<file path="src/rtl/alu_ctrl_mc_if.sv">
// Bundle between the EX-stage decode inputs and the ALU / HI-LO unit outputs
// of alu_ctrl_mc. The master side is the pipeline (it drives the decode
// inputs); the slave side is the ALU control block itself.
interface alu_ctrl_mc_if #(
    parameter int ALUOP_W = 3
);
    logic               valid_i;
    logic               flush_i;
    logic [5:0]         funct_i;
    logic [ALUOP_W-1:0] aluop_i;
    logic [3:0]         aluctrl_o;
    logic               sign_extend_o;
    logic               illegal_o;
    logic [1:0]         hilo_rd_o;
    logic               md_start_o;
    logic [1:0]         md_op_o;
    logic               busy_o;
    logic               hilo_we_o;
    logic               stall_o;

    modport master (
        output valid_i, flush_i, funct_i, aluop_i,
        input  aluctrl_o, sign_extend_o, illegal_o, hilo_rd_o,
        input  md_start_o, md_op_o, busy_o, hilo_we_o, stall_o
    );

    modport slave (
        input  valid_i, flush_i, funct_i, aluop_i,
        output aluctrl_o, sign_extend_o, illegal_o, hilo_rd_o,
        output md_start_o, md_op_o, busy_o, hilo_we_o, stall_o
    );
endinterface

</file>
<file path="src/rtl/alu_ctrl_mc.sv">
// EX-stage ALU control: combinational ALUOp/funct decode plus a multi-cycle
// sequencer that launches MULT/MULTU/DIV/DIVU on the HI/LO unit, counts
// their latency and stalls the pipeline on HI/LO hazards.
module alu_ctrl_mc #(
    parameter int ALUOP_W = 3,
    parameter int MUL_LAT = 4,
    parameter int DIV_LAT = 32,
    parameter int CNT_W   = 6
) (
    input  logic         clk_i,
    input  logic         rst_i,
    alu_ctrl_mc_if.slave bus
);
    // ALU operation codes
    localparam logic [3:0] OP_AND   = 4'd0;
    localparam logic [3:0] OP_OR    = 4'd1;
    localparam logic [3:0] OP_NAND  = 4'd2;
    localparam logic [3:0] OP_NOR   = 4'd3;
    localparam logic [3:0] OP_ADDU  = 4'd4;
    localparam logic [3:0] OP_SUBU  = 4'd5;
    localparam logic [3:0] OP_SLT   = 4'd6;
    localparam logic [3:0] OP_EQUAL = 4'd7;
    localparam logic [3:0] OP_SRA   = 4'd8;
    localparam logic [3:0] OP_SRAV  = 4'd9;
    localparam logic [3:0] OP_LUI   = 4'd10;
    localparam logic [3:0] OP_SLTU  = 4'd11;
    localparam logic [3:0] OP_SLL   = 4'd12;
    localparam logic [3:0] OP_SRL   = 4'd13;
    localparam logic [3:0] OP_XOR   = 4'd14;

    // R-type funct encodings
    localparam logic [5:0] FN_SLL   = 6'b000000;
    localparam logic [5:0] FN_SRL   = 6'b000010;
    localparam logic [5:0] FN_SRA   = 6'b000011;
    localparam logic [5:0] FN_SRAV  = 6'b000111;
    localparam logic [5:0] FN_MFHI  = 6'b010000;
    localparam logic [5:0] FN_MFLO  = 6'b010010;
    localparam logic [5:0] FN_MULT  = 6'b011000;
    localparam logic [5:0] FN_MULTU = 6'b011001;
    localparam logic [5:0] FN_DIV   = 6'b011010;
    localparam logic [5:0] FN_DIVU  = 6'b011011;
    localparam logic [5:0] FN_ADDU  = 6'b100001;
    localparam logic [5:0] FN_SUBU  = 6'b100011;
    localparam logic [5:0] FN_AND   = 6'b100100;
    localparam logic [5:0] FN_OR    = 6'b100101;
    localparam logic [5:0] FN_XOR   = 6'b100110;
    localparam logic [5:0] FN_NOR   = 6'b100111;
    localparam logic [5:0] FN_SLT   = 6'b101010;
    localparam logic [5:0] FN_SLTU  = 6'b101011;

    // Counter preload values: the op stays in BUSY for LAT cycles
    localparam logic [CNT_W-1:0] MUL_CNT = CNT_W'(MUL_LAT - 1);
    localparam logic [CNT_W-1:0] DIV_CNT = CNT_W'(DIV_LAT - 1);

    typedef enum logic [1:0] {
        IDLE = 2'd0,
        BUSY = 2'd1,
        DONE = 2'd2
    } state_t;

    state_t           state_reg;
    logic [CNT_W-1:0] cnt_reg;
    logic             md_start_reg;
    logic [1:0]       md_op_reg;
    logic             hilo_we_reg;

    logic [3:0] aluctrl;
    logic       sign_extend;
    logic       illegal;
    logic [1:0] hilo_rd;
    logic       is_md;
    logic [1:0] md_code;
    logic       busy;
    logic       live;
    logic       accept;

    // Decode ALUOp/funct into ALU code, extend select and HI/LO op class
    always_comb begin
        aluctrl     = OP_ADDU;
        sign_extend = 1'b0;
        illegal     = 1'b0;
        hilo_rd     = 2'b00;
        is_md       = 1'b0;
        md_code     = 2'b00;
        if (bus.aluop_i == ALUOP_W'(0)) begin
            case (bus.funct_i)
                FN_ADDU:  aluctrl = OP_ADDU;
                FN_SUBU:  aluctrl = OP_SUBU;
                FN_AND:   aluctrl = OP_AND;
                FN_OR:    aluctrl = OP_OR;
                FN_XOR:   aluctrl = OP_XOR;
                FN_NOR:   aluctrl = OP_NOR;
                FN_SLT:   aluctrl = OP_SLT;
                FN_SLTU:  aluctrl = OP_SLTU;
                FN_SLL:   aluctrl = OP_SLL;
                FN_SRL:   aluctrl = OP_SRL;
                FN_SRA:   aluctrl = OP_SRA;
                FN_SRAV:  aluctrl = OP_SRAV;
                FN_MFHI:  hilo_rd = 2'b10;
                FN_MFLO:  hilo_rd = 2'b01;
                FN_MULT:  begin is_md = 1'b1; md_code = 2'b00; end
                FN_MULTU: begin is_md = 1'b1; md_code = 2'b01; end
                FN_DIV:   begin is_md = 1'b1; md_code = 2'b10; end
                FN_DIVU:  begin is_md = 1'b1; md_code = 2'b11; end
                default:  illegal = bus.valid_i;
            endcase
        end else begin
            case (bus.aluop_i)
                ALUOP_W'(1): begin aluctrl = OP_ADDU; sign_extend = 1'b1; end
                ALUOP_W'(2): begin aluctrl = OP_SLTU; sign_extend = 1'b1; end
                ALUOP_W'(3): begin aluctrl = OP_SUBU; sign_extend = 1'b1; end
                ALUOP_W'(4): begin aluctrl = OP_LUI;  sign_extend = 1'b0; end
                ALUOP_W'(5): begin aluctrl = OP_OR;   sign_extend = 1'b0; end
                ALUOP_W'(6): begin aluctrl = OP_SUBU; sign_extend = 1'b1; end
                ALUOP_W'(7): begin aluctrl = OP_AND;  sign_extend = 1'b0; end
                default:     begin aluctrl = OP_ADDU; sign_extend = 1'b0; end
            endcase
        end
    end

    // A live instruction is one that is valid and not being killed this cycle;
    // only live HI/LO instructions can stall or start the sequencer.
    assign busy   = (state_reg != IDLE);
    assign live   = bus.valid_i & ~bus.flush_i;
    assign accept = live & is_md & (state_reg == IDLE);

    // Multi-cycle sequencer: IDLE -> BUSY (LAT cycles) -> DONE (write HI/LO)
    always_ff @(posedge clk_i or posedge rst_i) begin
        if (rst_i) begin
            state_reg    <= IDLE;
            cnt_reg      <= '0;
            md_start_reg <= 1'b0;
            md_op_reg    <= 2'b00;
            hilo_we_reg  <= 1'b0;
        end else begin
            md_start_reg <= 1'b0;
            hilo_we_reg  <= 1'b0;
            case (state_reg)
                IDLE: begin
                    if (accept) begin
                        state_reg    <= BUSY;
                        cnt_reg      <= md_code[1] ? DIV_CNT : MUL_CNT;
                        md_op_reg    <= md_code;
                        md_start_reg <= 1'b1;
                    end
                end
                BUSY: begin
                    if (cnt_reg == '0) begin
                        state_reg   <= DONE;
                        hilo_we_reg <= 1'b1;
                    end else begin
                        cnt_reg <= cnt_reg - 1'b1;
                    end
                end
                DONE: begin
                    state_reg <= IDLE;
                end
                default: begin
                    state_reg <= IDLE;
                end
            endcase
        end
    end

    // The hazard depends on the instruction class, not on ALUOp validity of
    // unrelated fields, so non-HI/LO traffic flows freely while busy.
    assign bus.stall_o       = live & (is_md | (hilo_rd != 2'b00)) & busy;
    assign bus.aluctrl_o     = aluctrl;
    assign bus.sign_extend_o = sign_extend;
    assign bus.illegal_o     = illegal;
    assign bus.hilo_rd_o     = hilo_rd;
    assign bus.md_start_o    = md_start_reg;
    assign bus.md_op_o       = md_op_reg;
    assign bus.busy_o        = busy;
    assign bus.hilo_we_o     = hilo_we_reg;
endmodule

</file>
<file path="src/flat_wrapper.sv">
// flat-port wrapper written by rule: the top's interface ports become plain ports
module alu_ctrl_mc_flat 
#(
    parameter int ALUOP_W = 3,
    parameter int MUL_LAT = 4,
    parameter int DIV_LAT = 32,
    parameter int CNT_W   = 6
)
  (clk_i, rst_i, bus_valid_i, bus_flush_i, bus_funct_i, bus_aluop_i, bus_aluctrl_o, bus_sign_extend_o, bus_illegal_o, bus_hilo_rd_o, bus_md_start_o, bus_md_op_o, bus_busy_o, bus_hilo_we_o, bus_stall_o);
  alu_ctrl_mc_if #(.ALUOP_W(ALUOP_W)) bus_i ();
  input  logic clk_i;
  input  logic rst_i;
  input wire logic [$bits(bus_i.valid_i)-1:0] bus_valid_i;
  input wire logic [$bits(bus_i.flush_i)-1:0] bus_flush_i;
  input wire logic [$bits(bus_i.funct_i)-1:0] bus_funct_i;
  input wire logic [$bits(bus_i.aluop_i)-1:0] bus_aluop_i;
  output wire logic [$bits(bus_i.aluctrl_o)-1:0] bus_aluctrl_o;
  output wire logic [$bits(bus_i.sign_extend_o)-1:0] bus_sign_extend_o;
  output wire logic [$bits(bus_i.illegal_o)-1:0] bus_illegal_o;
  output wire logic [$bits(bus_i.hilo_rd_o)-1:0] bus_hilo_rd_o;
  output wire logic [$bits(bus_i.md_start_o)-1:0] bus_md_start_o;
  output wire logic [$bits(bus_i.md_op_o)-1:0] bus_md_op_o;
  output wire logic [$bits(bus_i.busy_o)-1:0] bus_busy_o;
  output wire logic [$bits(bus_i.hilo_we_o)-1:0] bus_hilo_we_o;
  output wire logic [$bits(bus_i.stall_o)-1:0] bus_stall_o;
  assign bus_i.valid_i = bus_valid_i;
  assign bus_i.flush_i = bus_flush_i;
  assign bus_i.funct_i = bus_funct_i;
  assign bus_i.aluop_i = bus_aluop_i;
  assign bus_aluctrl_o = bus_i.aluctrl_o;
  assign bus_sign_extend_o = bus_i.sign_extend_o;
  assign bus_illegal_o = bus_i.illegal_o;
  assign bus_hilo_rd_o = bus_i.hilo_rd_o;
  assign bus_md_start_o = bus_i.md_start_o;
  assign bus_md_op_o = bus_i.md_op_o;
  assign bus_busy_o = bus_i.busy_o;
  assign bus_hilo_we_o = bus_i.hilo_we_o;
  assign bus_stall_o = bus_i.stall_o;
  alu_ctrl_mc #(.ALUOP_W(ALUOP_W), .MUL_LAT(MUL_LAT), .DIV_LAT(DIV_LAT), .CNT_W(CNT_W)) u_core (.clk_i(clk_i), .rst_i(rst_i), .bus(bus_i));
endmodule
</file>
<file path="config.mk">
export PLATFORM = sky130hd
export DESIGN_NAME = alu_ctrl_mc_flat
export DESIGN_NICKNAME = d
export VERILOG_FILES = /design/src/rtl/alu_ctrl_mc_if.sv /design/src/rtl/alu_ctrl_mc.sv /design/src/flat_wrapper.sv
export SDC_FILE = /design/constraint.sdc
export NUM_CORES = 1
export LEC_CHECK = 0
export ABC_CLOCK_PERIOD_IN_PS = 3200
export CAP_MARGIN = 20
export CORE_UTILIZATION = 50
export DETAILED_ROUTE_END_ITERATION = 8
export PLACE_DENSITY = 0.89
export SKIP_CTS_REPAIR_TIMING = 1
export SYNTH_ARGS = -nofsm -noshare
export SYNTH_HDL_FRONTEND = slang
export SYNTH_SLANG_ARGS = --single-unit
export TNS_END_PERCENT = 20
</file>
<file path="constraint.sdc">
create_clock -name clk_i -period 3.2 [get_ports clk_i]
set_clock_uncertainty 0.05 [all_clocks]
set_input_delay 0.64 -clock clk_i [delete_from_list [all_inputs] [get_ports clk_i]]
set_output_delay 0.64 -clock clk_i [all_outputs]
set_load 0.005 [all_outputs]
</file>
==> summary.txt <==
Clock network
  – Clock buffer depth: 2
  – Worst-Skew Late Latency: 270 ps
  – CTS Buf Count: 3
  – Root buf cell: clkbuf_4
  – CTS tree: built
  – H-Tree Depth: 1
  – Clock Sink Count: 12
  – Clk slew on worst S/H paths: 70 ps

Setup path
  – Critical Path Slowest Stage Cell: clkdlybuf4s50_1
  – Most Frequent Cell on Critical Path: clkdlybuf4s50_1
  – CP Data Arrival Time: 2500 ps
  – Critical Path RT: 2510 ps
  – Crit Path Class: in -> out
  – Critical Path Max Stage Delay: 450 ps
  – Worst-path fanout max: 11
  – WP buf/inv: 3
  – Crit start category: input pin
  – CP cell instances: clkdlybuf4s50_1, buf_4, or3_1, a211o_2, nand4_1, a31oi_1, clkdlybuf4s50_1
  – Delay-heaviest family, CP: buffers and inverters
  – Nature of the critical path endpoint: output pin

Routing
  – Drt pass-1 iters: 4
  – Final ANT Viol Nets: 0
  – Met3 routed WL: 168 um
  – Final wirelength: 2060 um
  – DRT met1 WL: 948 um
  – Wire length per cell: 12.1 um
  – DR WL met2: 940 um
  – Starting DRT DRC Count: 45
  – Via density: 5.75
  – DRC: 0
  – Total number of vias: 977
  – Top Metal Used: met3

GRT
  – Initial antenna violation count: 0
  – Vias in the first global route: 800
  – First-pass GRT wire length: 3330 um
  – Gr ovfl total: 0
  – Pin count of the biggest net entering global routing: 13
  – GR Util All Layers: 0.219

Timing
  – Setup TNS: 0 ps
  – Fin crit share: 0.996
  – Worst slew pin tran: 436 ps
  – Fin crit period: 3190 ps
  – Fin. Hold Viols: 0
  – Final Slew Violations: 0
  – FMAX: 0.314 GHz
  – Endpoints failing setup: 0
  – Slew headroom: 0.709
  – Unrepaired setup endpoints after global routing: yes

Power
  – P_leak: 0.000567 uW
  – Total chip power: 466 uW
  – P per Cell Area: 364 nW/um2
  – Worst IR Drop VDD: 0.350 mV

Status
  – Status: finished, final reports clean

Cells and area
  – Final nets: 162
  – Non-filler cells, final: 170
  – Max reg flops: 6
  – Share of cells above drive strength 1: 0.145
  – Ant. Diodes: 0
  – Post-Route Utilization: 0.733
  – Area delta synth->final: 34.5%

Synthesis
  – Yosys warns: 0
  – Seq/Total Area, Yosys: 0.316
  – Yosys top cell area share: 0.316
  – Top cells by area, synth: dfrtp_1 (32%), nand2_1 (5.1%), buf_6 (4.7%)
  – Library cell with the largest summed area after synthesis: dfrtp_1
  – Synth Net Count: 129
  – Synthesized area: 951 um2
  – Average size of a mapped cell: 8.34 um2
  – Synthesized instance count: 114
  – Seq cells post-synth: 12
  – Post-synth EDFFs: 0
  – Post-synth top flop: dfrtp_1
  – Ys async rst share: 1.00
  – Synth cell types: 42

Floorplan
  – Die Wd: 45.6 um
  – Core area: 1750 um2
  – Initial core utilization: 0.545
  – Die Y: 45.6 um
  – Die area: 2080 um2
  – Std cell rows: 15
  – Num ports: 27

Place
  – Placer Congestion: 0.862
  – I/O Buffers: 26
  – DPL Wire Length: 1580 um
  – Total placed cells including tap cells: 167

Hold path
  – Min-delay worst type: reg -> reg

Run
  – Max-Cap Viols: 0
cell usage in the layout, fill, tap and decap left out, types with 4 or more instances in the layout:
cell type         n
nor4_1            4
o21ai_0           7
buf_4             9
dfrtp_1          12
clkdlybuf4s50_1  23
nand2_1          13
inv_1             8
nand3_1           4
a21oi_1           7
nand4_1           5
nor2_1            7
where the power goes:
group | switching (uW) | leakage, uW | internal [uW]
Combinational | 74.8 | 0.000402 | 81.5
Sequential | 38.9 | 0.000152 | 182
Clock | 45.4 | 0.0000138 | 43.5
routing by layer:
layer,vias up,GRT usage
met5,-,0
li1,493,-
met1,439,0.307
met3,0,0.0595
met4,0,0.0424
met2,45,0.337
synth_stat cells (2+ instances only):
cell type	number
or2_2	2
o211ai_1	2
ha_1	2
a21oi_1	7
inv_1	8
nor4b_1	3
nand2b_1	2
nand3b_1	2
nor2_1	7
a31oi_1	2
buf_6	4
buf_4	3
nand3_1	4
o21ai_0	7
a211oi_1	2
nand2_1	13
nand4_1	5
dfrtp_1	12
nor4_1	4
stage by stage:
step / area, um2 / hold WS (ps) / worst slack [ps]
after floorplan: 951 / 421 / 785
after global placement: 1240 / 410 / -84.1
after detailed placement: 1240 / 425 / -94.5
after CTS: 1260 / 441 / -101
after global routing: 1280 / 459 / -79.3
final: 1280 / 434 / 13.3
cells by family (layout without fill, tap and decap cells):
logic type                 Yosys count  count (layout)  share of synthesized area
xor gates and xnor gates             1               1                    0.00921
and+or+nand+nor                     52              52                      0.321
adders and majority gates            2               2                     0.0263
DFF                                 12              12                      0.316
muxes                                1               1                     0.0105
buffers and inverters               16              47                      0.107
AOI/OAI and AO/OA                   30              30                      0.211
area by class of cell:
type | count | area (um2)
inverter | 9 | 33.8
timing repair buffer | 35 | 335
clock buffer | 3 | 22.5
sequential | 12 | 300
multi-input combinational | 86 | 556
tap | 25 | 31.3
fill | 140 | 467
final timing paths:
check	depth (start not counted)	start	to	slack [ps]
setup / recovery	7	bus_funct_i[5]	bus_illegal_o	10
hold / removal	2	u_core.bus.md_op_o[1]	u_core.bus.md_op_o[1]	430
setup reg to reg	5	u_core.state_reg[1]	u_core.cnt_reg[2]	1550
hold reg to reg	2	u_core.bus.md_op_o[1]	u_core.bus.md_op_o[1]	430
max in group asynchronous	2	rst_i	u_core.state_reg[1]	2180
min in group asynchronous	2	rst_i	u_core.bus.md_op_o[0]	620
worst min-delay path, stage by stage (launching register included):
cell	delay [ps]
dfrtp_1	340
nand2_1	50
nand2_1	60
(Power assumes the default switching activity.)
